$ cat config.mk
export PLATFORM = sky130hd
export DESIGN_NAME = uart_tx_arbiter
export DESIGN_NICKNAME = d
export VERILOG_FILES = /design/src/rtl/uart_pkg.sv /design/src/rtl/uart_tx_arbiter_rr_arb.sv /design/src/rtl/uart_tx_arbiter.sv
export SDC_FILE = /design/constraint.sdc
export NUM_CORES = 1
export LEC_CHECK = 0
export BUFFER_PORTS_ARGS = -buffer_cell sky130_fd_sc_hd__buf_4
export CORE_UTILIZATION = 35
export CTS_BUF_LIST = sky130_fd_sc_hd__clkbuf_4 sky130_fd_sc_hd__clkbuf_8
export CTS_CLUSTER_DIAMETER = 50
export DETAILED_ROUTE_END_ITERATION = 12
export PLACE_DENSITY = 0.66
export SLEW_MARGIN = 25
export SYNTH_ARGS = -nofsm -noshare
export SYNTH_HDL_FRONTEND = slang
export SYNTH_SLANG_ARGS = --single-unit
$ cat constraint.sdc
create_clock -name clk -period 4.5 [get_ports clk]
set_input_delay 0.9 -clock clk [delete_from_list [all_inputs] [get_ports clk]]
set_output_delay 0.9 -clock clk [all_outputs]
set_load 0.01 [all_outputs]
$ cat src/rtl/uart_pkg.sv
// Shared types and constants for the UART transmit arbitration slice.
package uart_pkg;

    localparam int BYTE_W   = 8;
    localparam int TO_CNT_W = 4;
    localparam logic [BYTE_W-1:0] UART_TAG_BASE = 8'hA0;

    typedef enum logic [2:0] {
        ST_IDLE     = 3'd0,
        ST_LOAD     = 3'd1,
        ST_WAIT_HI  = 3'd2,
        ST_WAIT_LO  = 3'd3,
        ST_TAG_LOAD = 3'd4,
        ST_TAG_HI   = 3'd5,
        ST_TAG_LO   = 3'd6
    } arb_state_t;

endpackage

$ cat src/rtl/uart_tx_arbiter_rr_arb.sv
// Combinational round-robin picker: first asserted request at or above ptr,
// wrapping modulo NUM_REQ. Returns one-hot grant, its index and a valid flag.
module rr_arb #(
    parameter int NUM_REQ = 4
) (
    input  logic [NUM_REQ-1:0] req,
    input  logic [2:0]         ptr,
    output logic [NUM_REQ-1:0] grant,
    output logic [2:0]         idx,
    output logic               vld
);

    localparam logic [3:0] NR = 4'(NUM_REQ);

    logic [7:0] req_ext;
    logic [3:0] sum;
    logic [2:0] cand;

    assign req_ext = 8'(req);

    always_comb begin
        idx   = '0;
        vld   = 1'b0;
        sum   = '0;
        cand  = '0;
        grant = '0;
        for (int i = 0; i < NUM_REQ; i++) begin
            sum = {1'b0, ptr} + 4'(i);
            if (sum >= NR) sum = sum - NR;
            cand = sum[2:0];
            if (!vld && req_ext[cand]) begin
                vld = 1'b1;
                idx = cand;
            end
        end
        for (int j = 0; j < NUM_REQ; j++) begin
            grant[j] = vld && (idx == 3'(j));
        end
    end

endmodule

$ cat src/rtl/uart_tx_arbiter.sv
// Round-robin sharing of one UART transmitter among NUM_REQ byte sources.
// Define UART_ARB_TAG_EN to precede every granted byte with tag 8'hA0|grant_id.
module uart_tx_arbiter
    import uart_pkg::*;
#(
    parameter int NUM_REQ = 4,
    parameter int BUSY_TO = 15
) (
    input  logic                      clk,
    input  logic                      rst_n,
    input  logic [NUM_REQ-1:0]        req,
    input  logic [BYTE_W*NUM_REQ-1:0] req_data,
    output logic [NUM_REQ-1:0]        ack,
    output logic [2:0]                grant_id,
    output logic                      tx_start,
    output logic [BYTE_W-1:0]         tx_data,
    input  logic                      tx_busy,
    output logic                      tx_timeout
);

    localparam logic [2:0]          LAST_IDX = 3'(NUM_REQ - 1);
    localparam logic [TO_CNT_W-1:0] TO_LAST  = TO_CNT_W'(BUSY_TO - 1);
`ifdef UART_ARB_TAG_EN
    localparam arb_state_t ST_FIRST = ST_TAG_LOAD;
`else
    localparam arb_state_t ST_FIRST = ST_LOAD;
`endif

    arb_state_t          state, state_nxt;
    logic [2:0]          rr_ptr;
    logic [TO_CNT_W-1:0] to_cnt;
    logic [7:0]          req_ext;

    logic [NUM_REQ-1:0]  arb_grant;
    logic [2:0]          arb_idx;
    logic                arb_vld;

    logic [2:0]          sel_idx;
    logic                sel_vld;
    logic [NUM_REQ-1:0]  sel_onehot;
    logic [BYTE_W-1:0]   sel_byte;

    logic                take_grant;
    logic                load_fire;
    logic                tag_fire;
    logic                to_hit;

    assign req_ext = 8'(req);

    rr_arb #(
        .NUM_REQ (NUM_REQ)
    ) u_rr_arb (
        .req   (req),
        .ptr   (rr_ptr),
        .grant (arb_grant),
        .idx   (arb_idx),
        .vld   (arb_vld)
    );

    // Keep the current owner while it still requests; otherwise re-arbitrate on live req.
    always_comb begin
        sel_idx    = arb_idx;
        sel_vld    = arb_vld;
        sel_onehot = arb_grant;
        if (req_ext[grant_id]) begin
            sel_idx = grant_id;
            sel_vld = 1'b1;
            for (int i = 0; i < NUM_REQ; i++) begin
                sel_onehot[i] = (grant_id == 3'(i));
            end
        end
        sel_byte = '0;
        for (int i = 0; i < NUM_REQ; i++) begin
            if (sel_onehot[i]) sel_byte = sel_byte | req_data[BYTE_W*i +: BYTE_W];
        end
    end

    always_comb begin
        state_nxt  = state;
        take_grant = 1'b0;
        load_fire  = 1'b0;
        tag_fire   = 1'b0;
        to_hit     = 1'b0;
        case (state)
            ST_IDLE: begin
                if (arb_vld && !tx_busy) begin
                    take_grant = 1'b1;
                    state_nxt  = ST_FIRST;
                end
            end
`ifdef UART_ARB_TAG_EN
            ST_TAG_LOAD: begin
                if (sel_vld) begin
                    tag_fire  = 1'b1;
                    state_nxt = ST_TAG_HI;
                end else begin
                    state_nxt = ST_IDLE;
                end
            end
            ST_TAG_HI: begin
                if (tx_busy) begin
                    state_nxt = ST_TAG_LO;
                end else if (to_cnt == TO_LAST) begin
                    to_hit    = 1'b1;
                    state_nxt = ST_IDLE;
                end
            end
            ST_TAG_LO: begin
                if (!tx_busy) state_nxt = ST_LOAD;
            end
`endif
            ST_LOAD: begin
                if (sel_vld) begin
                    load_fire = 1'b1;
                    state_nxt = ST_WAIT_HI;
                end else begin
                    state_nxt = ST_IDLE;
                end
            end
            ST_WAIT_HI: begin
                if (tx_busy) begin
                    state_nxt = ST_WAIT_LO;
                end else if (to_cnt == TO_LAST) begin
                    to_hit    = 1'b1;
                    state_nxt = ST_IDLE;
                end
            end
            ST_WAIT_LO: begin
                if (!tx_busy) state_nxt = ST_IDLE;
            end
            default: state_nxt = ST_IDLE;
        endcase
    end

    // Outputs are registered so tx_data, ack and tx_start change on the same edge.
    always_ff @(posedge clk or negedge rst_n) begin
        if (!rst_n) begin
            state      <= ST_IDLE;
            rr_ptr     <= '0;
            grant_id   <= '0;
            tx_start   <= 1'b0;
            ack        <= '0;
            tx_data    <= '0;
            tx_timeout <= 1'b0;
            to_cnt     <= '0;
        end else begin
            state    <= state_nxt;
            tx_start <= load_fire | tag_fire;
            ack      <= load_fire ? sel_onehot : '0;
            if (take_grant) grant_id <= arb_idx;
            if (tag_fire) begin
                grant_id <= sel_idx;
                tx_data  <= UART_TAG_BASE | BYTE_W'(sel_idx);
            end
            if (load_fire) begin
                grant_id <= sel_idx;
                tx_data  <= sel_byte;
                rr_ptr   <= (sel_idx == LAST_IDX) ? 3'd0 : sel_idx + 3'd1;
            end
            if (to_hit) tx_timeout <= 1'b1;
            if (state == ST_WAIT_HI || state == ST_TAG_HI) to_cnt <= to_cnt + TO_CNT_W'(1);
            else                                           to_cnt <= '0;
        end
    end

endmodule
==> metrics.txt, run 1 <==
Vias/cell=between 5 and 6; Slew HR=50.6%; # Post-CTS Setup Buffers=0; Setup violations, final=0; post-detail-place hpwl=3150 µm; gr ovfl total=0; run status=finished, final reports clean; clock-pin slew on the worst setup and hold paths=0.09 ns; Final period util=around 75%; Worst-Skew Late Latency=0.27 ns; Die Y=about 73 µm; Synth top area share=37.4%; Worst Hold Launch=tx_timeout$_DFFE_PN0P_; CP Max Fanout=16; critical path's largest stage delay=0.73 ns; post-synthesis cell count=172; Placeable Area=4750 µm²; worst r2r dst=grant_id[1]$_DFFE_PN0P_; CTS tree=built; Initial DRC Count=95; drt wl/cell=14.8 µm; Tightest Pin Transition=0.739 ns; Post-synth top flop=dfrtp_1; worst vdd ir=approximately 270 µV; R2R depth=9; worst reg2reg startpoint=rr_ptr[0]$_DFFE_PN0P_; Final Max Tran Viols=0; LEAKAGE=0.986 nW; most common cell after layout, fill and taps aside=buf_4; Num CTS Buffers=3; fraction of registers with async set/reset=100%; H-tree depth=1; Final Hold Vio Count=0; initial antenna violation count=0; setup slack after layout=roughly 1.1 ns; Post-synth EDFFs=0; CP arrival=3.54 ns; minimum clock period=between 3 and 4 ns; final RePlAce weighted congestion=0.820; Synth area leaders=dfrtp_1 (37%), a22oi_2 (5.7%), nand2_1 (5.0%), nor2_1 (4.5%), a221oi_1 (4.0%); critical path capture point type=flip-flop; Hold-fix buffers, CTS=0; WP depth=9; Worst setup SP type=flip-flop; DRT Wirelength=4320 µm; post-synthesis sequential area ratio=37.4%; max cap viols=0; DP Worst Slack=1.17 ns; layout cells sized above 1=36.6%; Slowest cell on crit path=dfrtp_1; n_diodes=0; Root Buffer=clkbuf_8; Fillers=486; FP Rows=25; P&R area growth vs syn=29.1%; CP Cell Sequence=inv_1, ha_1, mux4_2, a21o_1, nor3b_2, a211o_2, inv_2, a21oi_2, mux2_1; CTS Buffer Depth=2; Yosys cell types=52; Synth area leader=dfrtp_1; worst hold stages=1; clock skew=0.00216 ns; Vias=1608; Setup TNS=0 ns; RSZ-0062 raised after global routing=no; Final ANT Viol Nets=0; initial core utilization=between 30% and 40%; largest net degree at the start of global routing=27; CP bufs+invs=2; IO Port Bufs=55; mapped cell area=1740 µm²; WS Path Type=reg2reg; Top delay family on crit path=compound AO/OA/AOI/OAI gates; commonest cells after routing, fill and taps aside=buf_4 (56), dfrtp_1 (26), nand2_1 (23); FF+latch count, synth=26; die area=5260 µm²; Syn Nets=216; Pwr Density=around 710 nW/µm²; vias in the first global route=1502; Syn Area/Cell=10.1 µm²; Synth warnings=0; First-pass DRT Iterations=4; final net count=269; DR DRC count=0; first-pass GRT wire length=approximately 7000 µm; r2r setup slk=around 1.1 ns; die width=approximately 73 µm; Worst Hold End=tx_timeout$_DFFE_PN0P_; post-CTS sizing=0; total track usage=16.8%; Peak Freq=296 MHz; type of the tightest min-delay check=reg2reg; Worst EP required=4.66 ns; I/O Pins=56; Setup crit start=rr_ptr[0]$_DFFE_PN0P_; CTS Sinks=26
==> worst max path at each step <==
| stage | end | slack (ns) |
|---|---|---|
| after CTS | grant_id[1]$_DFFE_PN0P_ | 1.16 |
| after floorplan | rr_ptr[0]$_DFFE_PN0P_ | 1.61 |
| after global placement | grant_id[1]$_DFFE_PN0P_ | 1.23 |
| after detailed placement | grant_id[1]$_DFFE_PN0P_ | 1.17 |
| after global routing | grant_id[1]$_DFFE_PN0P_ | 0.89 |
| final | grant_id[1]$_DFFE_PN0P_ | 1.12 |
==> synthesized netlist by cell type (all sizes together) (2+ instances only) <==
cell    count
dfrtp      26
nand2      23
nor2       21
a221oi      8
a22oi       8
a41oi       8
mux2        7
buf         6
ha          5
o21ai       5
inv         4
nor3b       4
a211o       3
a21oi       3
and2        3
nand2b      3
a21o        2
a31o        2
a31oi       2
and3b       2
clkbuf      2
mux2i       2
mux4        2
nand3       2
nor4        2
o211a       2
==> logic make-up (layout without fill, tap and decap cells) <==
logic type | after synthesis | count (layout) | synth area share, %
buf+inv | 13 | 65 | 4.09
flops | 26 | 26 | 37.4
mux | 11 | 11 | 8.48
fa+ha+maj | 5 | 5 | 3.59
compound gates | 49 | 49 | 26.4
simple gates | 66 | 66 | 19.1
xor+xnor | 2 | 2 | 1.01
==> cell type report <==
cell class,instances,area [µm²],area share (%)
well taps,67,83.8,3.73
flip-flops and latches,26,651,28.9
repair buffers,56,420,18.7
clock buffers,4,55.1,2.45
multi-input cells,133,1020,45.4
inverters,5,18.8,0.835
==> power breakdown <==
group          internal (mW)  switching, mW
Clock                 0.0782         0.0710
Combinational          0.468          0.557
Sequential             0.322         0.0923
==> state kept, by name, summed over array words and instances, names as in the netlist <==
register	count
tx_timeout	1
tx_start	1
state	2
rr_ptr	3
grant_id	3
to_cnt	4
tx_data	8
ack	4
==> per-stage QoR <==
step | power, mW | util (%) | hold slack [ns] | std cells | cell area (µm²)
3_3_place_gp | 1.43 | 46.1 | 0.452 | 287 | 2190
5_1_grt | 1.72 | 47.3 | 0.501 | 291 | 2250
2_1_floorplan | 1.19 | - | 0.454 | 172 | 1740
6_report | 1.59 | 47.3 | 0.475 | 291 | 2250
3_5_place_dp | 1.44 | 46.1 | 0.464 | 287 | 2190
4_1_cts | 1.59 | 47.3 | 0.480 | 291 | 2250
==> worst register-to-register path, cell delays in order, from the launching register on <==
cell     delay, ns
dfrtp_1       0.73
inv_1         0.22
ha_1          0.45
mux4_2        0.39
a21o_1        0.23
nor3b_2       0.19
a211o_2       0.32
inv_2         0.20
a21oi_2       0.21
mux2_1        0.34
==> routing by layer <==
layer	vias to the layer above	global-route usage (%)	share of wire, %
met5	-	0	0
met3	5	2.92	7.3
li1	757	-	-
met1	776	24.6	46
met4	0	2.83	0.44
met2	70	26.3	46
Power figures use the tool's default switching activity.
==> run 2, diff against run 1 <==
--- a/config.mk
+++ b/config.mk
@@ -10,7 +10,7 @@
 export CTS_BUF_LIST = sky130_fd_sc_hd__clkbuf_4 sky130_fd_sc_hd__clkbuf_8
 export CTS_CLUSTER_DIAMETER = 50
 export DETAILED_ROUTE_END_ITERATION = 12
-export PLACE_DENSITY = 0.66
+export PLACE_DENSITY = 0.68
 export SLEW_MARGIN = 25
 export SYNTH_ARGS = -nofsm -noshare
 export SYNTH_HDL_FRONTEND = slang
==> constraint.sdc (replaced) <==
create_clock -name clk -period 2.75 [get_ports clk]
set_input_delay 0.55 -clock clk [delete_from_list [all_inputs] [get_ports clk]]
set_output_delay 0.55 -clock clk [all_outputs]
set_load 0.01 [all_outputs]
==> metrics.txt, run 2 (synthesis gave the netlist of run 1 again) <==
run status=finished, final reports clean; gr ovfl total=0 (unchanged); CP Cell Sequence=buf_12, mux2_4, or4_4, o32ai_4, o22ai_4, mux2_4, ha_1, or3_1, o21ai_0; worst vdd ir=492 µV (+81%); Initial DRC Count=86 (-9.5%); Final Max Tran Viols=0 (unchanged); CTS Buffer Depth=2 (unchanged); P&R area growth vs syn=40.5%; Pwr Density=1230 nW/µm² (+74%); clock-pin slew on the worst setup and hold paths=0.09 ns (about the same); max cap viols=0 (unchanged); total track usage=18.1% (+1.3 points); Placeable Area=4750 µm² (unchanged); LEAKAGE=1.09 nW (+11%); FP Rows=25 (unchanged); Slew HR=47.4% (-3.2 points); RSZ-0062 raised after global routing=no; largest net degree at the start of global routing=27 (unchanged); CTS Sinks=26 (unchanged); First-pass DRT Iterations=4 (unchanged); Setup violations, final=0 (unchanged); Top Registers=tx_data: 8 flops, ack: 4 flops, to_cnt: 4 flops; Final Hold Vio Count=0 (unchanged); Final ANT Viol Nets=0 (unchanged); minimum clock period=2.64 ns (-0.747 ns); IO Port Bufs=55 (unchanged); DRT Wirelength=4560 µm (+5.8%); critical path's largest stage delay=0.50 ns (-0.23 ns); initial antenna violation count=0 (unchanged); n_diodes=0 (unchanged); clock skew=0.00716 ns (+0.00500 ns); Worst setup SP type=flip-flop; Setup TNS=0 ns (unchanged); Num CTS Buffers=3 (unchanged); I/O Pins=56 (unchanged); CP Max Fanout=9 (-7); die width=72.5 µm (unchanged); Worst EP required=2.95 ns (-1.71 ns); drt wl/cell=14.8 µm (about the same); most common cell after layout, fill and taps aside=buf_4; post-detail-place hpwl=3450 µm (+9.7%); Top delay family on crit path=simple AND/OR/NAND/NOR gates; DR DRC count=0 (unchanged); die area=5260 µm² (unchanged); final net count=286 (+6.3%); vias in the first global route=1537 (+2.3%); CP arrival=2.84 ns (-0.70 ns); CTS tree=built; Vias/cell=5.42 (-1.9%); Hold-fix buffers, CTS=0 (unchanged); Final period util=95.9% (+21 points); critical path capture point type=flip-flop; Fillers=473 (-2.7%); Overall Power=3.01 mW (+90%); Root Buffer=clkbuf_8; WS Path Type=reg2reg; max reg flops=8 (unchanged); final RePlAce weighted congestion=0.863 (+5.3%); Tightest Pin Transition=0.786 ns (+0.0471 ns); layout cells sized above 1=42.7% (+6.1 points); first-pass GRT wire length=7380 µm (+6.4%); CP bufs+invs=1 (-1); type of the tightest min-delay check=in2async; Peak Freq=379 MHz (+28%); Die Y=72.5 µm (unchanged); Crit path top cell by count=mux2_4; Slowest cell on crit path=or4_4; Top reg by flops=tx_data; H-tree depth=1 (unchanged); initial core utilization=36.6% (unchanged); Vias=1670 (+3.9%); Worst-Skew Late Latency=0.28 ns (about the same); commonest cells after routing, fill and taps aside=buf_4 (70), dfrtp_1 (25), nand2_1 (23)
[run 2: cell count changes in the layout (fill, tap and decap cells not counted), moves of 2 or more]
cell and change:
a31o_1 -2, a31o_2 +2, buf_12 +3, buf_4 +14
[run 2: stage by stage]
step | cell area (µm²) | utilization, % | worst slack, ns | hold slack (ns) | instances
final | 2450 | 51.5 | 0.114 | 0.167 | 308
after global routing | 2450 | 51.5 | 0.00200 | 0.178 | 308
after CTS | 2420 | 50.9 | 0.0583 | 0.183 | 305
after detailed placement | 2350 | 49.4 | 0.0239 | 0.485 | 301
after global placement | 2350 | 49.4 | 0.0386 | 0.455 | 301
after floorplan | 1750 | - | 0.0351 | 0.254 | 172
[run 2: area by class of cell]
type / count / area [µm²] / area share (%)
inverters: 5 / 18.8 / 0.767
flip-flops and latches: 26 / 652 / 26.6
multi-input cells: 133 / 1040 / 42.3
well taps: 67 / 83.8 / 3.43
repair buffers: 73 / 586 / 23.9
clock inverters: 1 / 30.0 / 1.23
clock buffers: 3 / 41.3 / 1.69
[run 2: what timing repair did]
item	CTS	global route
gates resized for setup	0	4
setup buffers	0	3
setup endpoints to repair	0	9
[run 2: worst reg2reg max path, stage by stage (launching register included)]
cell     delay [ns]
dfrtp_2        0.45
buf_12         0.15
mux2_4         0.32
or4_4          0.50
o32ai_4        0.13
o22ai_4        0.13
mux2_4         0.28
ha_1           0.18
or3_1          0.35
o21ai_0        0.07
[run 2: report_power, final]
part	total (mW)	switching [mW]	internal, mW
Combinational	2.04	0.993	1.04
Clock	0.329	0.133	0.195
Sequential	0.644	0.117	0.528
[run 2: final timing paths]
| path | startpoint | endpoint | slack (ns) | cells after the start |
|---|---|---|---|---|
| max in group asynchronous | rst_n | rr_ptr[0]$_DFFE_PN0P_ | 2.30 | 1 |
| setup reg to reg | rr_ptr[0]$_DFFE_PN0P_ | rr_ptr[0]$_DFFE_PN0P_ | 0.11 | 9 |
| setup / recovery | rr_ptr[0]$_DFFE_PN0P_ | rr_ptr[0]$_DFFE_PN0P_ | 0.11 | 9 |
| hold / removal | rst_n | tx_data[3]$_DFFE_PN0P_ | 0.17 | 1 |
| min in group clk | to_cnt[0]$_DFF_PN0_ | to_cnt[0]$_DFF_PN0_ | 0.49 | 1 |
| hold reg to reg | to_cnt[0]$_DFF_PN0_ | to_cnt[0]$_DFF_PN0_ | 0.49 | 1 |
[run 2: metal layers]
metal	routed length [µm]	track usage, %	share of wire, %
met5	0	0	0
met4	28	3.27	0.61
met3	305	3.61	6.7
met2	2070	27.5	45
met1	2160	26.8	47
==> run 3, diff against run 2 <==
==> constraint.sdc (replaced) <==
create_clock -name clk -period 2.75 [get_ports clk]
set_input_delay 0.4125 -clock clk [delete_from_list [all_inputs] [get_ports clk]]
set_output_delay 0.4125 -clock clk [all_outputs]
set_load 0.01 [all_outputs]
==> metrics.txt, run 3 (synthesis gave the netlist of run 1 again) <==
Seq. cell area=652 µm² (unchanged); FP Rows=25 (unchanged); IO Port Bufs=55 (unchanged); total track usage=17.2% (-0.85 points); gr ovfl total=0 (unchanged); worst r2r dst=rr_ptr[0]$_DFFE_PN0P_; CP Cell Sequence=buf_12, mux2_4, or4_4, o32ai_4, o22ai_4, mux2_4, ha_1, or3_1, o21ai_1; max reg flops=8 (unchanged); Finished Layout Cells=305 (-0.97%); Layout Utilization=50.9% (-0.55 points); n_diodes=0 (unchanged); die area=5260 µm² (unchanged); DP Worst Slack=0.0832 ns (+0.0593 ns); commonest cells after routing, fill and taps aside=buf_4 (68), dfrtp_1 (25), nand2_1 (23); WS Path Type=reg2reg; largest net degree at the start of global routing=27 (unchanged); DR DRC count=0 (unchanged); minimum clock period=2.66 ns (+0.0266 ns); setup slack after layout=0.0872 ns (-0.0266 ns); die width=72.5 µm (unchanged); Final Hold Vio Count=0 (unchanged); CTS tree=built; Placeable Area=4750 µm² (unchanged); Top delay family on crit path=simple AND/OR/NAND/NOR gates; Peak Freq=376 MHz (-1.0%); max cap viols=0 (unchanged); I/O Pins=56 (unchanged); DP Cell Count=300 (-0.33%); Vias=1652 (-1.1%); post-detail-place hpwl=3300 µm (-4.5%); Die Y=72.5 µm (unchanged); H-tree depth=1 (unchanged); layout cells sized above 1=42.0% (-0.72 points); LEAKAGE=1.08 nW (-1.4%); final RePlAce weighted congestion=0.836 (-3.2%); final instance area=2420 µm² (-1.1%); worst vdd ir=605 µV (+23%); P&R area growth vs syn=39.0%; clock skew=0.00278 ns (-0.00438 ns); dpl cell area=2330 µm² (-0.85%); Top Registers=tx_data: 8 flops, ack: 4 flops, to_cnt: 4 flops; RSZ-0062 raised after global routing=yes; CTS Sinks=26 (unchanged); Slew HR=47.2% (-0.17 points); critical path capture point type=flip-flop; DRT Wirelength=4540 µm (-0.55%); R2R depth=9 (unchanged); Fillers=466 (-1.5%); most common cell after layout, fill and taps aside=buf_4; Final period util=96.8% (+0.97 points); initial antenna violation count=0 (unchanged); CP arrival=2.86 ns (+0.02 ns); Worst EP required=2.95 ns (about the same); CP Max Fanout=10 (+1); Final ANT Viol Nets=0 (unchanged); Num CTS Buffers=3 (unchanged); final net count=283 (-1.0%); Final Max Tran Viols=0 (unchanged); Pwr Density=1220 nW/µm² (-0.43%); type of the tightest min-delay check=in2async; worst reg2reg startpoint=rr_ptr[0]$_DFFE_PN0P_; r2r setup slk=0.09 ns (-0.03 ns); Tightest Pin Transition=0.788 ns (+0.00261 ns); Slowest cell on crit path=or4_4; CTS Buffer Depth=2 (unchanged); drt wl/cell=14.9 µm (+0.43%); critical path's largest stage delay=0.50 ns (about the same); Root Buffer=clkbuf_8; Worst-Skew Late Latency=0.27 ns (about the same); Multi-input gate area=1040 µm² (+0.85%); Worst setup SP type=flip-flop; initial core utilization=36.6% (unchanged); clock-pin slew on the worst setup and hold paths=0.09 ns (about the same); Top reg by flops=tx_data; vias in the first global route=1437 (-6.5%); Setup violations, final=0 (unchanged); First-pass DRT Iterations=4 (unchanged); Vias/cell=5.42 (-0.10%); Initial DRC Count=80 (-7.0%); Crit path top cell by count=mux2_4; run status=finished, final reports clean; CP bufs+invs=1 (unchanged); first-pass GRT wire length=6940 µm (-6.0%)
run 3: worst max path at each step:
stage | from | endpoint | slack, ns | cells after the start
floorplan | rr_ptr[0]$_DFFE_PN0P_ | rr_ptr[0]$_DFFE_PN0P_ | 0.04 | 12
global placement | rr_ptr[0]$_DFFE_PN0P_ | rr_ptr[0]$_DFFE_PN0P_ | 0.12 | 9
detailed placement | rr_ptr[0]$_DFFE_PN0P_ | rr_ptr[0]$_DFFE_PN0P_ | 0.08 | 9
CTS | rr_ptr[0]$_DFFE_PN0P_ | rr_ptr[0]$_DFFE_PN0P_ | 0.06 | 9
global route | rr_ptr[0]$_DFFE_PN0P_ | rr_ptr[0]$_DFFE_PN0P_ | -0.04 | 9
finish | rr_ptr[0]$_DFFE_PN0P_ | rr_ptr[0]$_DFFE_PN0P_ | 0.09 | 9
run 3: cell type report:
| class | count | area share [%] |
|---|---|---|
| repair buffers | 70 | 22.7 |
| well taps | 67 | 3.46 |
| flip-flops and latches | 26 | 26.9 |
| multi-input cells | 133 | 43.2 |
| clock inverters | 1 | 1.24 |
| clock buffers | 3 | 1.71 |
| inverters | 5 | 0.775 |
run 3: per-stage QoR:
stage | total power [mW] | hold slack, ns | setup TNS, ns
2_1_floorplan | 1.96 | 0.117 | 0
3_3_place_gp | 2.57 | 0.345 | 0
3_5_place_dp | 2.59 | 0.348 | 0
4_1_cts | 2.92 | 0.0452 | 0
5_1_grt | 3.18 | 0.0513 | -0.0653
6_report | 2.96 | 0.0302 | 0
run 3: power by group:
| group | total, mW | leakage, nW | switching (mW) | internal (mW) |
|---|---|---|---|---|
| clock network | 0.323 | 0.0357 | 0.128 | 0.195 |
| logic | 2.00 | 0.716 | 0.998 | 1.00 |
| registers | 0.642 | 0.326 | 0.115 | 0.528 |
run 3: what timing repair did:
item                                    in CTS  in global routing
endpoints found under the setup margin       0                  4
hold buffers                                 0                  0
endpoints found under the hold margin        0                  0
resized for setup                            0                  6
setup buffers                                0                  1
run 3: worst register-to-register path: cells and delay by family (launching register included):
family,cells,cell delay [ns]
buf+inv,1,0.15
fa+ha+maj,1,0.19
simple gates,2,0.87
flops,1,0.44
compound gates,3,0.34
mux,2,0.61
run 3: routing by layer:
layer / vias up / routed length (µm) / GRT usage, %
li1: 782 / - / -
met1: 802 / 2210 / 26.3
met2: 64 / 1980 / 24.6
met3: 4 / 313 / 3.47
met4: 0 / 34 / 4.58
met5: - / 0 / 0
